[src/rtl/text_pkg.sv]
// Shared text-layer constants: screen grid size and text RAM cell / font ROM field layout.
// The text writers import this package too, so cell format changes happen in one place.
package text_pkg;

    localparam int TEXT_COLS      = 80;
    localparam int TEXT_ROWS      = 60;
    localparam int CELL_VIS_BIT   = 8;
    localparam int CELL_GLYPH_MSB = 5;
    localparam int GLYPH_W        = 6;
    localparam int FONT_ROW_W     = 8;

    typedef logic [GLYPH_W-1:0]    glyph_t;
    typedef logic [FONT_ROW_W-1:0] font_row_t;

    // Bit 7 of a font row is the leftmost pixel of the cell.
    function automatic logic glyph_pixel(input font_row_t row, input logic [2:0] x);
        return row[3'd7 - x];
    endfunction

endpackage

[src/rtl/text_layer_renderer_if.sv]
// Raster-in / memory / overlay-out bundle of the text layer renderer.
// master = raster source plus RAM/ROM side, slave = the renderer itself.
interface text_layer_renderer_if #(
    parameter int ADDR_W = 16
);
    logic              pixel_tick;
    logic [9:0]        hcount;
    logic [9:0]        vcount;
    logic              video_on;
    logic              hsync_i;
    logic              vsync_i;
    logic [ADDR_W-1:0] tram_addr;
    logic [15:0]       tram_dout;
    logic [8:0]        font_addr;
    logic [7:0]        font_data;
    logic              text_on;
    logic [11:0]       text_rgb;
    logic              hsync_o;
    logic              vsync_o;
    logic              video_on_o;

    modport master (
        output pixel_tick, hcount, vcount, video_on, hsync_i, vsync_i,
        output tram_dout, font_data,
        input  tram_addr, font_addr, text_on, text_rgb, hsync_o, vsync_o, video_on_o
    );

    modport slave (
        input  pixel_tick, hcount, vcount, video_on, hsync_i, vsync_i,
        input  tram_dout, font_data,
        output tram_addr, font_addr, text_on, text_rgb, hsync_o, vsync_o, video_on_o
    );

endinterface

[src/rtl/sync_delay_line.sv]
// Tick-enabled shift register that keeps sync/blank flags aligned with a pixel pipeline.
module sync_delay_line #(
    parameter int WIDTH = 3,
    parameter int DEPTH = 4
) (
    input  logic             clk,
    input  logic             rst_n,
    input  logic             tick,
    input  logic [WIDTH-1:0] din,
    output logic [WIDTH-1:0] dout
);

    logic [WIDTH-1:0] stage_r [DEPTH];

    // Shift one stage per tick, hold otherwise.
    always_ff @(posedge clk or negedge rst_n) begin
        if (!rst_n) begin
            for (int i = 0; i < DEPTH; i++) begin
                stage_r[i] <= {WIDTH{1'b0}};
            end
        end else if (tick) begin
            stage_r[0] <= din;
            for (int i = 1; i < DEPTH; i++) begin
                stage_r[i] <= stage_r[i-1];
            end
        end
    end

    assign dout = stage_r[DEPTH-1];

endmodule

[src/rtl/text_layer_renderer.sv]
// Four-tick scan-out of the text RAM through the 8x8 font ROM into a per-pixel overlay,
// with sync and blank delayed to match. Strobes need at least one idle clk between them.
module text_layer_renderer
    import text_pkg::*;
#(
    parameter int          COLS     = TEXT_COLS,
    parameter int          ROWS     = TEXT_ROWS,
    parameter int          ADDR_W   = 16,
    parameter logic [11:0] FG_RGB   = 12'hFFF,
    parameter int          PIPE_LAT = 4
) (
    input logic                  clk,
    input logic                  rst_n,
    text_layer_renderer_if.slave bus
);

    localparam logic [6:0] COLS_L = 7'(COLS);
    localparam logic [6:0] ROWS_L = 7'(ROWS);

    logic [6:0]        col_s;
    logic [6:0]        row_s;
    logic              in_grid_s;
    logic [ADDR_W-1:0] addr_next_s;
    glyph_t            glyph_s;
    logic              vis_next_s;
    logic              text_on_next_s;
    logic [2:0]        sync_dly_s;
    logic              unused_cell_bits_s;

    logic [ADDR_W-1:0] tram_addr_r;
    logic [2:0]        x1_r;
    logic [2:0]        y1_r;
    logic              in_grid1_r;
    logic [8:0]        font_addr_r;
    logic [2:0]        x2_r;
    logic              vis2_r;
    font_row_t         font_row3_r;
    logic [2:0]        x3_r;
    logic              vis3_r;
    logic              text_on_r;
    logic [11:0]       text_rgb_r;

    // Cell address, grid test, cell decode and final pixel select.
    always_comb begin
        col_s          = bus.hcount[9:3];
        row_s          = bus.vcount[9:3];
        addr_next_s    = (ADDR_W'(row_s) << 6) + (ADDR_W'(row_s) << 4) + ADDR_W'(col_s);
        in_grid_s      = bus.video_on && (col_s < COLS_L) && (row_s < ROWS_L);
        glyph_s        = bus.tram_dout[CELL_GLYPH_MSB:0];
        vis_next_s     = bus.tram_dout[CELL_VIS_BIT] && in_grid1_r;
        text_on_next_s = vis3_r && glyph_pixel(font_row3_r, x3_r);
    end

    assign unused_cell_bits_s = ^{bus.tram_dout[15:CELL_VIS_BIT+1],
                                  bus.tram_dout[CELL_VIS_BIT-1:CELL_GLYPH_MSB+1]};

    // Pixel pipeline: RAM address, font address, font row, overlay pixel.
    always_ff @(posedge clk or negedge rst_n) begin
        if (!rst_n) begin
            tram_addr_r <= {ADDR_W{1'b0}};
            x1_r        <= 3'd0;
            y1_r        <= 3'd0;
            in_grid1_r  <= 1'b0;
            font_addr_r <= 9'd0;
            x2_r        <= 3'd0;
            vis2_r      <= 1'b0;
            font_row3_r <= {FONT_ROW_W{1'b0}};
            x3_r        <= 3'd0;
            vis3_r      <= 1'b0;
            text_on_r   <= 1'b0;
            text_rgb_r  <= 12'h000;
        end else if (bus.pixel_tick) begin
            tram_addr_r <= addr_next_s;
            x1_r        <= bus.hcount[2:0];
            y1_r        <= bus.vcount[2:0];
            in_grid1_r  <= in_grid_s;
            font_addr_r <= {glyph_s, y1_r};
            x2_r        <= x1_r;
            vis2_r      <= vis_next_s;
            font_row3_r <= bus.font_data;
            x3_r        <= x2_r;
            vis3_r      <= vis2_r;
            text_on_r   <= text_on_next_s;
            text_rgb_r  <= text_on_next_s ? FG_RGB : 12'h000;
        end
    end

    sync_delay_line #(
        .WIDTH (3),
        .DEPTH (PIPE_LAT)
    ) u_sync_delay (
        .clk   (clk),
        .rst_n (rst_n),
        .tick  (bus.pixel_tick),
        .din   ({bus.hsync_i, bus.vsync_i, bus.video_on}),
        .dout  (sync_dly_s)
    );

    assign bus.tram_addr  = tram_addr_r;
    assign bus.font_addr  = font_addr_r;
    assign bus.text_on    = text_on_r;
    assign bus.text_rgb   = text_rgb_r;
    assign bus.hsync_o    = sync_dly_s[2];
    assign bus.vsync_o    = sync_dly_s[1];
    assign bus.video_on_o = sync_dly_s[0];

endmodule

[src/flat_wrapper.sv]
// flat-port wrapper written by rule: the top's interface ports become plain ports
module text_layer_renderer_flat import text_pkg::*;
#(
    parameter int          COLS     = TEXT_COLS,
    parameter int          ROWS     = TEXT_ROWS,
    parameter int          ADDR_W   = 16,
    parameter logic [11:0] FG_RGB   = 12'hFFF,
    parameter int          PIPE_LAT = 4
)
  (clk, rst_n, bus_pixel_tick, bus_hcount, bus_vcount, bus_video_on, bus_hsync_i, bus_vsync_i, bus_tram_dout, bus_font_data, bus_tram_addr, bus_font_addr, bus_text_on, bus_text_rgb, bus_hsync_o, bus_vsync_o, bus_video_on_o);
  text_layer_renderer_if #(.ADDR_W(ADDR_W)) bus_i ();
  input logic clk;
  input logic rst_n;
  input wire logic [$bits(bus_i.pixel_tick)-1:0] bus_pixel_tick;
  input wire logic [$bits(bus_i.hcount)-1:0] bus_hcount;
  input wire logic [$bits(bus_i.vcount)-1:0] bus_vcount;
  input wire logic [$bits(bus_i.video_on)-1:0] bus_video_on;
  input wire logic [$bits(bus_i.hsync_i)-1:0] bus_hsync_i;
  input wire logic [$bits(bus_i.vsync_i)-1:0] bus_vsync_i;
  input wire logic [$bits(bus_i.tram_dout)-1:0] bus_tram_dout;
  input wire logic [$bits(bus_i.font_data)-1:0] bus_font_data;
  output wire logic [$bits(bus_i.tram_addr)-1:0] bus_tram_addr;
  output wire logic [$bits(bus_i.font_addr)-1:0] bus_font_addr;
  output wire logic [$bits(bus_i.text_on)-1:0] bus_text_on;
  output wire logic [$bits(bus_i.text_rgb)-1:0] bus_text_rgb;
  output wire logic [$bits(bus_i.hsync_o)-1:0] bus_hsync_o;
  output wire logic [$bits(bus_i.vsync_o)-1:0] bus_vsync_o;
  output wire logic [$bits(bus_i.video_on_o)-1:0] bus_video_on_o;
  assign bus_i.pixel_tick = bus_pixel_tick;
  assign bus_i.hcount = bus_hcount;
  assign bus_i.vcount = bus_vcount;
  assign bus_i.video_on = bus_video_on;
  assign bus_i.hsync_i = bus_hsync_i;
  assign bus_i.vsync_i = bus_vsync_i;
  assign bus_i.tram_dout = bus_tram_dout;
  assign bus_i.font_data = bus_font_data;
  assign bus_tram_addr = bus_i.tram_addr;
  assign bus_font_addr = bus_i.font_addr;
  assign bus_text_on = bus_i.text_on;
  assign bus_text_rgb = bus_i.text_rgb;
  assign bus_hsync_o = bus_i.hsync_o;
  assign bus_vsync_o = bus_i.vsync_o;
  assign bus_video_on_o = bus_i.video_on_o;
  text_layer_renderer #(.COLS(COLS), .ROWS(ROWS), .ADDR_W(ADDR_W), .FG_RGB(FG_RGB), .PIPE_LAT(PIPE_LAT)) u_core (.clk(clk), .rst_n(rst_n), .bus(bus_i));
endmodule
[config.mk]
export PLATFORM = sky130hd
export DESIGN_NAME = text_layer_renderer_flat
export DESIGN_NICKNAME = d
export VERILOG_FILES = /design/src/rtl/text_pkg.sv /design/src/rtl/text_layer_renderer_if.sv /design/src/rtl/sync_delay_line.sv /design/src/rtl/text_layer_renderer.sv /design/src/flat_wrapper.sv
export SDC_FILE = /design/constraint.sdc
export NUM_CORES = 1
export LEC_CHECK = 0
export CORE_MARGIN = 2
export CORE_UTILIZATION = 50
export DETAILED_ROUTE_END_ITERATION = 12
export GPL_TIMING_DRIVEN = 0
export PLACE_DENSITY = 0.91
export SLEW_MARGIN = 20
export SYNTH_ARGS = -nofsm -noshare
export SYNTH_HDL_FRONTEND = slang
export SYNTH_SLANG_ARGS = --single-unit
[constraint.sdc]
create_clock -name clk -period 3.1 [get_ports clk]
set_input_delay 0.62 -clock clk [delete_from_list [all_inputs] [get_ports clk]]
set_output_delay 0.62 -clock clk [all_outputs]
set_load 0.05 [all_outputs]
; After elaboration in Yosys (flattened, before gate mapping)
; Index checks and enable logic that the tools add are counted.
[totals]
register_bits = 73
out_inout_bits = 41
[classes]
n_addsub = 3
n_lt_le_gt_ge = 3
mux = 3
reduce_logical = 4
[op_table]
columns = cell, n
row1 = adder 16 x 7 -> 16 bit, 1
row2 = adder 13 x 11 -> 14 bit, 1
row3 = 2-to-1 mux 12 bit, 1
row4 = "< comparator 7 x 6 -> 1 bit, second input constant", 1
row5 = "< comparator 7 bit, second input constant", 1
row6 = logical AND 1 bit, 4
row7 = "< comparator 3 x 4 -> 1 bit, second input constant", 1
row8 = binary-select mux 1 bit (select 3 bit), 1
row9 = "subtractor 3 bit, first input constant", 1
row10 = 2-to-1 mux 1 bit, 1

; Longest topological paths before layout
; Gate-level depths: netlist of run 1.
[depth]
depth_word = 5
ltp_mapped = 8
ltp_nobuf = 8

; Cells and area by module
; From an unflattened synthesis of run 1, not the netlist that was laid out.
[unflattened]
cells_unflattened = 214
hier_area_um2 = 2879.0
[modules_own_cells]
columns = mod, n_inst, cells_each, area_per_inst_um2, seq_area_each_um2
row1 = text_layer_renderer, 1, 186, 2372.3, 1176.1
row2 = sync_delay_line, 1, 28, 506.7, 300.3

; Least setup slack after synthesis of run 1
; No wires, ideal clock.
[synth_path]
path_kind = input port to flip-flop
from = input bus_vcount[3]
to = register u_core.tram_addr_r[12] (netlist: u_core.bus.tram_addr[12])
arrival_ns = 2.650
slack_ns = 0.368
cell_stages = 7
path_cell_list = ha_1 fa_1 a211oi_4 nor2_1 or4_4 a2111o_1 a31oi_1
[synth_between]
elab_chain_cells = 2
[synth_lines]
columns = element, line_no
row1 = from (decl), flat_wrapper.sv:16  ; input wire logic [$bits(bus_i.vcount)-1:0] bus_vcount;
row2 = adder 13 x 11 -> 14 bit, text_layer_renderer.sv:47  ; addr_next_s = (ADDR_W'(row_s) << 6) + (ADDR_W'(row_s) << 4) + ADDR_W'(col_s);
row3 = adder 16 x 7 -> 16 bit, text_layer_renderer.sv:47
row4 = to (signal assigned), text_layer_renderer.sv:60  ; tram_addr_r <= {ADDR_W{1'b0}};
row5 = to (signal assigned), text_layer_renderer.sv:73  ; tram_addr_r <= addr_next_s;
row6 = to (decl), text_layer_renderer.sv:30  ; logic [ADDR_W-1:0] tram_addr_r;
; Every way passes these cells.
; A chain may end at the register's enable or synchronous reset.

; Worst setup path after layout of run 1
[layout_path]
from = input bus_vcount[5]
to = register u_core.tram_addr_r[12] (netlist: u_core.bus.tram_addr[12])
; The elaborated chain is that of the path after synthesis.

==> summary.txt, run 1 <==
Synthesis
  – Synth top area share: 52.1%
  – EDFF count, synth: 0
  – Synth Instances: 221
  – #FFs+latches synth: 60
  – Cell variety after synth: 42
  – Most used DFF post-synth: dfrtp_1
  – Syn Nets: 281
  – Synthesized area: 2880 um^2
  – Post-synthesis compound-gate area fraction: 7.81%
  – Ys Warns: 0
  – Most numerous cell in the Yosys netlist: dfrtp_1
  – Post-synthesis mux area share: 21.8%
  – Syn Area/Cell: 13.0 um^2
  – Area leader, netlist: dfrtp_1
  – Xor/xnor share of the synthesized area: 2.13%
  – Seq/Total Area, Yosys: 52.1%
  – Synth top cells by count: dfrtp_1, mux2_2, buf_4
  – Synth Area in Adders: 4.86%
  – Ys async rst share: 100%
  – Largest family of logic cells by synthesized area: multiplexers
  – Simple-gate portion of the synthesized area: 5.73%
  – Area contributors post-synth: dfrtp_1, mux2_2, ha_1

Pwr
  – LEAKAGE: 1.67 nW
  – Power per cell area: 591 nW/um^2
  – Worst vdd ir: 0.364 mV

Worst setup path
  – Critical Path End Type: register
  – Critical path arrival: 3.20 ns
  – Worst Setup Start Kind: input port
  – Worst-path maximum fanout: 4
  – Data required time of the worst path: 3.34 ns
  – FF-to-FF setup slack: 1.80 ns
  – Critical setup path kind: input port to register

Placement
  – Post-DP Area: 3760 um^2
  – Gpl congestion: 0.808
  – DP Wirelength: 4340 um
  – PortBufs: 79

Finish
  – Area growth syn-to-layout: 37.2%
  – Inserted Diodes: 0
  – Share of cells above drive strength 1: 27.1%
  – Cell area after layout: 3950 um^2
  – Nets: 372
  – Fill count: 388

Clock network
  – Clk buf depth: 2
  – CTS tree: built
  – Htree depth: 3
  – Clock Tree Root: clkbuf_8
  – CTS Hold Buffers Added: 0
  – Clk sinks: 60
  – Worst-path clk slew: 0.06 ns
  – Worst-Skew Late Latency: 0.33 ns
  – Inserted Clock Buffers: 9

Detailed routing
  – WL final: 5930 um
  – Antenna-violating nets left: 0
  – Routed length per placed instance: 15.2 um
  – Via-to-Cell Ratio: 5.22
  – 1st-pass router iterations: 4
  – DRT iter0 DRCs: 75
  – Drt drc: 0
  – Via count: 2029

Floorplanning
  – Die span in y: 79.9 um
  – I/O pin count: 91
  – Initial Utilization: 52.0%
  – Die footprint: 6390 um^2
  – Core area: 5540 um^2
  – Die X: 79.9 um
  – Rows: 27

STA
  – RSZ-0062 raised after global routing: false
  – Hold Fails Final Rpt: 0
  – Final setup fails: 0
  – Worst Hold Slack: 0.350 ns
  – Worst clock skew: 0.00566 ns
  – Rel. slew slack: 51.5%
  – Fmax: 338 MHz
  – Worst-Margin Slew: 0.728 ns
  – Fin. max-slew vios: 0
  – Post-route minimum period: 2.96 ns
  – Fin crit share: 95.4%

GRT
  – GRT Overall Usage: 20.4%
  – Largest net degree at the start of global routing: 61
  – Number of global-route vias before repair: 2147
  – First-pass GRT wire length: 9810 um
  – Initial antenna violation count: 0
  – GRT overflow: 0

Flow run
  – Max-Cap Viols: 0

Worst hold path
  – Worst Hold Class: input port to async pin

Outcome
  – Status: complete, no violations
-- registers in the layout, summed over array words and instances (netlist names) --
signal                       flops
u_core.bus.font_addr             9
u_core.bus.text_rgb              1
u_core.bus.tram_addr            15
u_core.font_row3_r               8
u_core.in_grid1_r                1
u_core.u_sync_delay.dout         3
u_core.u_sync_delay.stage_r      9
u_core.vis2_r                    1
u_core.vis3_r                    1
u_core.x1_r                      3
u_core.x2_r                      3
u_core.x3_r                      3
u_core.y1_r                      3
-- cell families after synthesis --
group                      Yosys count
and+or+nand+nor                     30
other                                1
adders and majority gates           10
muxes                               54
xor gates and xnor gates             7
DFF                                 60
AOI/OAI and AO/OA                   30
buffers and inverters               29
-- cells in the final DEF (no fill, tap or decap), types with 2 or more instances in the layout --
cell type,count
clkbuf_8,12
mux4_2,2
ha_1,8
nor2_1,11
a21oi_1,4
xnor2_1,5
dfrtp_1,60
nand3_1,2
clkdlybuf4s50_1,78
nor3_1,2
mux2i_1,2
a31oi_1,2
o211ai_1,3
xor2_1,2
o22ai_1,2
and3_1,2
buf_1,5
inv_1,8
mux2_2,50
clkbuf_1,6
a21o_1,2
o21a_1,2
buf_4,15
nor2b_1,4
o21ai_0,5
nand4_1,3
-- routing by layer --
metal  share of wire [%]  track usage, %  wire length (um)
met1                  42            24.4              2500
met2                  49            33.8              2890
met3                 7.5            7.81               446
met4                 1.6            7.12                96
met5                   0               0                 0
-- where the power goes --
part | leakage (nW) | switching [W] | internal, W
clock network | 0.0937 | 0.000278 | 0.000355
registers | 0.711 | 0.0000643 | 0.000893
logic | 0.864 | 0.000425 | 0.000322
-- layout make-up --
cell class / count / area (um^2) / share of cell area (%)
Sequential cell: 60 / 1500 / 38.0
Multi-Input combinational cell: 132 / 1230 / 31.0
Timing Repair Buffer: 80 / 796 / 20.1
Clock buffer: 15 / 176 / 4.46
Buffer: 21 / 128 / 3.23
Tap cell: 72 / 90.1 / 2.28
Inverter: 8 / 30.0 / 0.759
Clock inverter: 1 / 5.00 / 0.127
-- path summary, 6_finish.rpt --
kind	from	to	depth (start not counted)
max in group asynchronous	rst_n	u_core.bus.tram_addr[8]	1
min reg2reg	u_core.x1_r[1]	u_core.x1_r[1]	1
min	rst_n	u_core.font_row3_r[6]	1
max	bus_vcount[5]	u_core.bus.tram_addr[12]	8
min in group clk	u_core.x1_r[1]	u_core.x1_r[1]	1
max reg2reg	u_core.x3_r[0]	u_core.bus.text_rgb[10]	3
-- metrics by stage --
stage | setup slack (ns) | total power (W) | TNS (ns) | util [%] | instances
floorplan | 0.368 | 0.00145 | 0 | - | 221
global placement | -0.414 | 0.00169 | -24.92 | 67.9 | 372
detailed placement | -0.265 | 0.00171 | -0.265 | 67.9 | 372
CTS | 0.0253 | 0.00236 | 0 | 71.2 | 388
global route | 0.0649 | 0.00245 | 0 | 71.4 | 389
finish | 0.142 | 0.00234 | 0 | 71.4 | 389
-- repair_timing --
item | in CTS | in global routing
resized for setup | 1 | 2
pin swaps | 0 | 1
endpoints found under the setup margin | 1 | 1
setup buffers | 0 | 1
-- worst max-delay path: stages --
cell	delay, ns
clkdlybuf4s50_1	0.46
ha_1	0.26
fa_2	0.41
a211oi_4	0.28
nor2_1	0.10
or4_4	0.52
a2111o_1	0.36
a31oi_1	0.19
Note: power is estimated with default switching activity, not from simulation.
==> run 2: changes to the inputs <==
--- a/config.mk
+++ b/config.mk
@@ -8,8 +8,9 @@
 export CORE_MARGIN = 2
 export CORE_UTILIZATION = 50
 export DETAILED_ROUTE_END_ITERATION = 12
+export DONT_BUFFER_PORTS = 1
 export GPL_TIMING_DRIVEN = 0
-export PLACE_DENSITY = 0.91
+export PLACE_DENSITY = 0.71
 export SLEW_MARGIN = 20
 export SYNTH_ARGS = -nofsm -noshare
 export SYNTH_HDL_FRONTEND = slang
==> summary.txt, run 2 (synthesis results as in run 1) <==
Finish
  – Cell area after layout: 3190 um^2
  – Max FFs per register: 15
  – Share of cells above drive strength 1: 36.3%
  – Nets: 293
  – Commonest non-fill, non-tap cell in the layout: dfrtp_1
  – Inserted Diodes: 0
  – Commonest non-fill, non-tap cells in the layout: dfrtp_1, mux2_2, buf_4
  – Area growth syn-to-layout: 10.7%

STA
  – Fin crit share: 82.6%
  – Post-route minimum period: 2.56 ns
  – Worst clock skew: 0.00407 ns
  – Fmax: 391 MHz
  – RSZ-0062 raised after global routing: false
  – Hold Fails Final Rpt: 0
  – Worst-Margin Slew: 0.767 ns
  – Setup TNS: 0 ns
  – Final setup fails: 0
  – Final WS setup: 0.540 ns
  – Fin. max-slew vios: 0
  – Rel. slew slack: 48.8%

Pwr
  – Worst vdd ir: 0.425 mV
  – Combinational power share: 15.7%
  – Tot Pwr: 0.00216 W
  – Power per cell area: 678 nW/um^2
  – Pint: 0.00144 W
  – Clock share of power: 30.3%
  – Net Sw Frac: 33.3%
  – LEAKAGE: 1.38 nW
  – Sw Pwr: 0.000721 W
  – Flop pwr share: 54.0%

Clock network
  – Buffer count from post-CTS setup fixing: 0
  – CTS tree: built
  – Clock Tree Root: clkbuf_8
  – Worst-path clk slew: 0.06 ns
  – Worst-Skew Late Latency: 0.31 ns
  – Clk buf depth: 2
  – Htree depth: 3
  – Inserted Clock Buffers: 9
  – Clk sinks: 60

Outcome
  – Status: complete, no violations

Flow run
  – Max-Cap Viols: 0

Worst setup path
  – Critical path arrival: 2.73 ns
  – Data required time of the worst path: 3.27 ns
  – CP delay by family, top: compound AO/OA/AOI/OAI gates
  – CP Buf/Inv Count: 0
  – CP max stage cell: or4_4
  – Worst-path maximum fanout: 4
  – Critical setup path kind: input port to register
  – Critical Path End Type: register
  – CP peak stage delay: 0.52 ns
  – Worst path cell trace: ha_1 > fa_1 > a211oi_4 > nor2_1 > or4_4 > o311ai_0 > a31oi_1
  – Worst Setup Start Kind: input port

Detailed routing
  – 1st-pass router iterations: 4
  – Antenna-violating nets left: 0
  – Via count: 1669
  – Drt drc: 0
  – Via-to-Cell Ratio: 5.40
  – Routed length per placed instance: 16.2 um
  – DRT iter0 DRCs: 70
  – WL final: 5010 um

GRT
  – First-pass GRT wire length: 8210 um
  – Initial antenna violation count: 0
  – Number of global-route vias before repair: 1812
  – Largest net degree at the start of global routing: 61
  – GRT Overall Usage: 16.8%
  – GRT overflow: 0

Floorplanning
  – Initial Utilization: 52.0%
  – Rows: 27
  – Die span in y: 79.9 um
  – Die footprint: 6390 um^2
  – Die X: 79.9 um
  – I/O pin count: 91
  – Core area: 5540 um^2

Placement
  – PortBufs: 0
  – Dpl ws: 0.217 ns
  – DP Wirelength: 3670 um
  – Gpl congestion: 0.800
  – Post-DP Area: 2970 um^2

Worst hold path
  – Worst Hold Class: input port to async pin
[run 2: cell count changes in the layout (fill, tap and decap cells not counted), sizes merged]
| cell | delta |
|---|---|
| buf | -1 |
| bufinv | +1 |
| clkbuf | -5 |
| clkdlybuf4s50 | -78 |
| clkinv | +2 |
| clkinvlp | +1 |
[run 2: final timing paths]
check                                                from                           to  slack (ns)  cells after the start
max                                         bus_vcount[3]     u_core.bus.tram_addr[12]        0.54                      7
min                                                 rst_n      u_core.bus.tram_addr[0]        0.17                      1
max reg2reg                                u_core.x3_r[0]      u_core.bus.text_rgb[10]        1.79                      3
min reg2reg                u_core.u_sync_delay.stage_r[3]  u_core.u_sync_delay.dout[0]        0.50                      1
max in group asynchronous                           rst_n            u_core.in_grid1_r        2.68                      1
min in group clk                            bus_hcount[3]      u_core.bus.tram_addr[0]        0.45                      1
[run 2: per-stage QoR]
stage | utilization, % | std cells | hold WS (ns)
after global routing | 57.6 | 309 | 0.168
after detailed placement | 53.7 | 293 | 0.326
final | 57.6 | 309 | 0.169
after CTS | 57.6 | 309 | 0.170
after global placement | 53.7 | 293 | 0.326
after floorplan | - | 221 | 0.324
[run 2: timing repair]
action / in CTS / in global routing
hold buffers: 1 / 0
setup endpoints to repair: 0 / 0
hold endpoints to repair: 60 / 0
gates resized for setup: 0 / 0
[run 2: layout make-up]
type	instances	area (um^2)
plain buffers	21	128
flip-flops and latches	60	1500
well taps	72	90.1
clock buffers	10	138
multi-input cells	132	1220
fillers	488	2350
clock inverters	5	52.6
repair buffers	1	27.5
inverters	8	30.0
[run 2: layer usage]
layer | vias up | part of all wire (%) | global-route usage [%]
met3 | 2 | 8.0 | 5.43
met2 | 60 | 47 | 26.9
met4 | 0 | 0.46 | 6.10
met5 | - | 0 | 0
li1 | 799 | - | -
met1 | 808 | 44 | 21.5
[run 2: power groups by stage]
stage	logic [W]	registers, W	clock network [W]
final	0.000340	0.00117	0.000655
after global routing	0.000374	0.00119	0.000718
after CTS	0.000344	0.00117	0.000681
after detailed placement	0.000323	0.00119	0
after global placement	0.000314	0.00118	0
after floorplan	0.000286	0.00116	0
==> run 3: changes to the inputs <==
--- a/config.mk
+++ b/config.mk
@@ -10,7 +10,7 @@
 export DETAILED_ROUTE_END_ITERATION = 12
 export DONT_BUFFER_PORTS = 1
 export GPL_TIMING_DRIVEN = 0
-export PLACE_DENSITY = 0.71
+export PLACE_DENSITY = 0.74
 export SLEW_MARGIN = 20
 export SYNTH_ARGS = -nofsm -noshare
 export SYNTH_HDL_FRONTEND = slang
==> constraint.sdc (replaced) <==
create_clock -name clk -period 2.23 [get_ports clk]
set_input_delay 0.446 -clock clk [delete_from_list [all_inputs] [get_ports clk]]
set_output_delay 0.446 -clock clk [all_outputs]
set_load 0.05 [all_outputs]
==> summary.txt, run 3 (synthesis results as in run 1) <==
Clock network
  – Htree depth: 3
  – Worst-Skew Late Latency: 0.33 ns
  – Clk sinks: 60
  – Clk buf depth: 2
  – Inserted Clock Buffers: 9
  – CTS resizes: 0
  – Worst-path clk slew: 0.06 ns
  – Clock Tree Root: clkbuf_8
  – CTS tree: built

Worst setup path
  – R2r endpoint: u_core.bus.text_rgb[10]
  – Worst R2R Path Depth: 3
  – Critical setup path kind: input port to register
  – Critical path arrival: 2.23 ns
  – Critical Path End Type: register
  – RR Startpoint: u_core.x3_r[0]
  – Worst-path maximum fanout: 4
  – FF-to-FF setup slack: 0.94 ns
  – Data required time of the worst path: 2.43 ns
  – Worst Setup Start Kind: input port

GRT
  – First-pass GRT wire length: 8180 um
  – GRT Overall Usage: 17.1%
  – Initial antenna violation count: 0
  – Largest net degree at the start of global routing: 61
  – GRT overflow: 0
  – Number of global-route vias before repair: 1756

Finish
  – Nets: 294
  – Share of cells above drive strength 1: 35.6%
  – Cell area after layout: 3190 um^2
  – Area growth syn-to-layout: 10.6%
  – Fill count: 466
  – FF+latch area: 1500 um^2
  – Commonest non-fill, non-tap cells in the layout: dfrtp_1, mux2_2, buf_4
  – Max FFs per register: 15
  – Commonest non-fill, non-tap cell in the layout: dfrtp_1
  – Inserted Diodes: 0
  – Multi-input logic area: 1240 um^2

Flow run
  – Max-Cap Viols: 0

STA
  – Worst-Margin Slew: 0.753 ns
  – Post-route minimum period: 2.03 ns
  – Fin crit share: 91.2%
  – Final setup fails: 0
  – Setup TNS: 0 ns
  – RSZ-0062 raised after global routing: false
  – Fmax: 492 MHz
  – Worst clock skew: 0.00597 ns
  – Fin. max-slew vios: 0
  – Rel. slew slack: 49.8%
  – Hold Fails Final Rpt: 0

Detailed routing
  – Antenna-violating nets left: 0
  – Drt drc: 0
  – DRT iter0 DRCs: 82
  – 1st-pass router iterations: 4
  – Via count: 1711
  – Via-to-Cell Ratio: 5.50
  – WL final: 5040 um
  – Routed length per placed instance: 16.2 um

Floorplanning
  – Core area: 5540 um^2
  – Die footprint: 6390 um^2
  – Rows: 27
  – Die X: 79.9 um
  – I/O pin count: 91
  – Initial Utilization: 52.0%
  – Die span in y: 79.9 um

Outcome
  – Status: complete, no violations

Worst hold path
  – Min-Delay Path Depth: 1
  – Worst Hold Path EP: u_core.font_row3_r[0]
  – Hold_sp: bus_font_data[0]
  – Worst Hold Class: input port to register

Pwr
  – LEAKAGE: 1.37 nW
  – Power per cell area: 915 nW/um^2
  – Worst vdd ir: 0.657 mV

Placement
  – Gpl congestion: 0.841
  – PortBufs: 0
  – Post-DP Area: 2990 um^2
  – DP Wirelength: 3560 um
-- run 3: cell types whose count changed in the layout (fill, tap and decap cells not counted) --
| cell | previous run | this run |
|---|---|---|
| clkbuf_1 | 3 | 7 |
| o311ai_0 | 1 | 0 |
| ha_1 | 8 | 7 |
| clkinv_2 | 3 | 2 |
| o311ai_1 | 0 | 1 |
| dlygate4sd3_1 | 0 | 1 |
| fa_1 | 2 | 1 |
| ha_4 | 0 | 1 |
| bufinv_16 | 1 | 0 |
| fa_2 | 0 | 1 |
| clkinvlp_4 | 1 | 0 |
-- run 3: critical path, cell delays in order --
cell,delay (ns)
ha_4,0.15
fa_2,0.39
a211oi_4,0.28
nor2_1,0.10
or4_4,0.49
o311ai_1,0.25
a31oi_1,0.12
-- run 3: per-stage QoR --
step,util (%),instances,worst slack [ns],total power [W],hold slack (ns)
6_report,57.5,311,0.196,0.00292,0.263
5_1_grt,57.5,311,0.107,0.00306,0.244
2_1_floorplan,-,221,-0.0312,0.00202,0.150
3_3_place_gp,53.9,293,-0.110,0.00209,0.152
3_5_place_dp,53.9,293,-0.131,0.00210,0.152
4_1_cts,57.5,311,0.212,0.00295,0.250
-- run 3: layout make-up --
cell class	instances	area share (%)
buffer	21	4.00
clock buffer	14	4.79
clock inverter	2	0.314
inverter	8	0.942
multi-input combinational	132	38.9
sequential	60	47.1
tap	72	2.83
timing repair buffer	2	1.18
-- run 3: worst max-delay path by stage --
stage                                    end  slack [ns]     startpoint  cells after the start
global route        u_core.bus.tram_addr[12]        0.11  bus_vcount[4]                      6
global placement    u_core.bus.tram_addr[12]       -0.11  bus_vcount[3]                      7
CTS                 u_core.bus.tram_addr[12]        0.21  bus_vcount[3]                      7
detailed placement  u_core.bus.tram_addr[12]       -0.13  bus_vcount[3]                      7
floorplan           u_core.bus.tram_addr[12]       -0.03  bus_vcount[3]                      7
finish              u_core.bus.tram_addr[12]        0.20  bus_vcount[3]                      7
-- run 3: repair_timing --
item	in CTS	in global routing
setup buffers	0	0
hold buffers	2	0
setup endpoints to repair	0	0
hold endpoints to repair	60	0
-- run 3: power breakdown --
part | internal [W] | switching [W]
combinational | 0.000242 | 0.000234
clock | 0.000431 | 0.000382
sequential | 0.00124 | 0.000392
-- run 3: per-layer routing --
| layer | vias up | global-route usage, % | wire [um] |
|---|---|---|---|
| met5 | - | 0 | 0 |
| met3 | 4 | 7.81 | 464 |
| met4 | 0 | 4.07 | 32 |
| li1 | 799 | - | - |
| met1 | 838 | 23.0 | 2210 |
| met2 | 70 | 25.4 | 2340 |
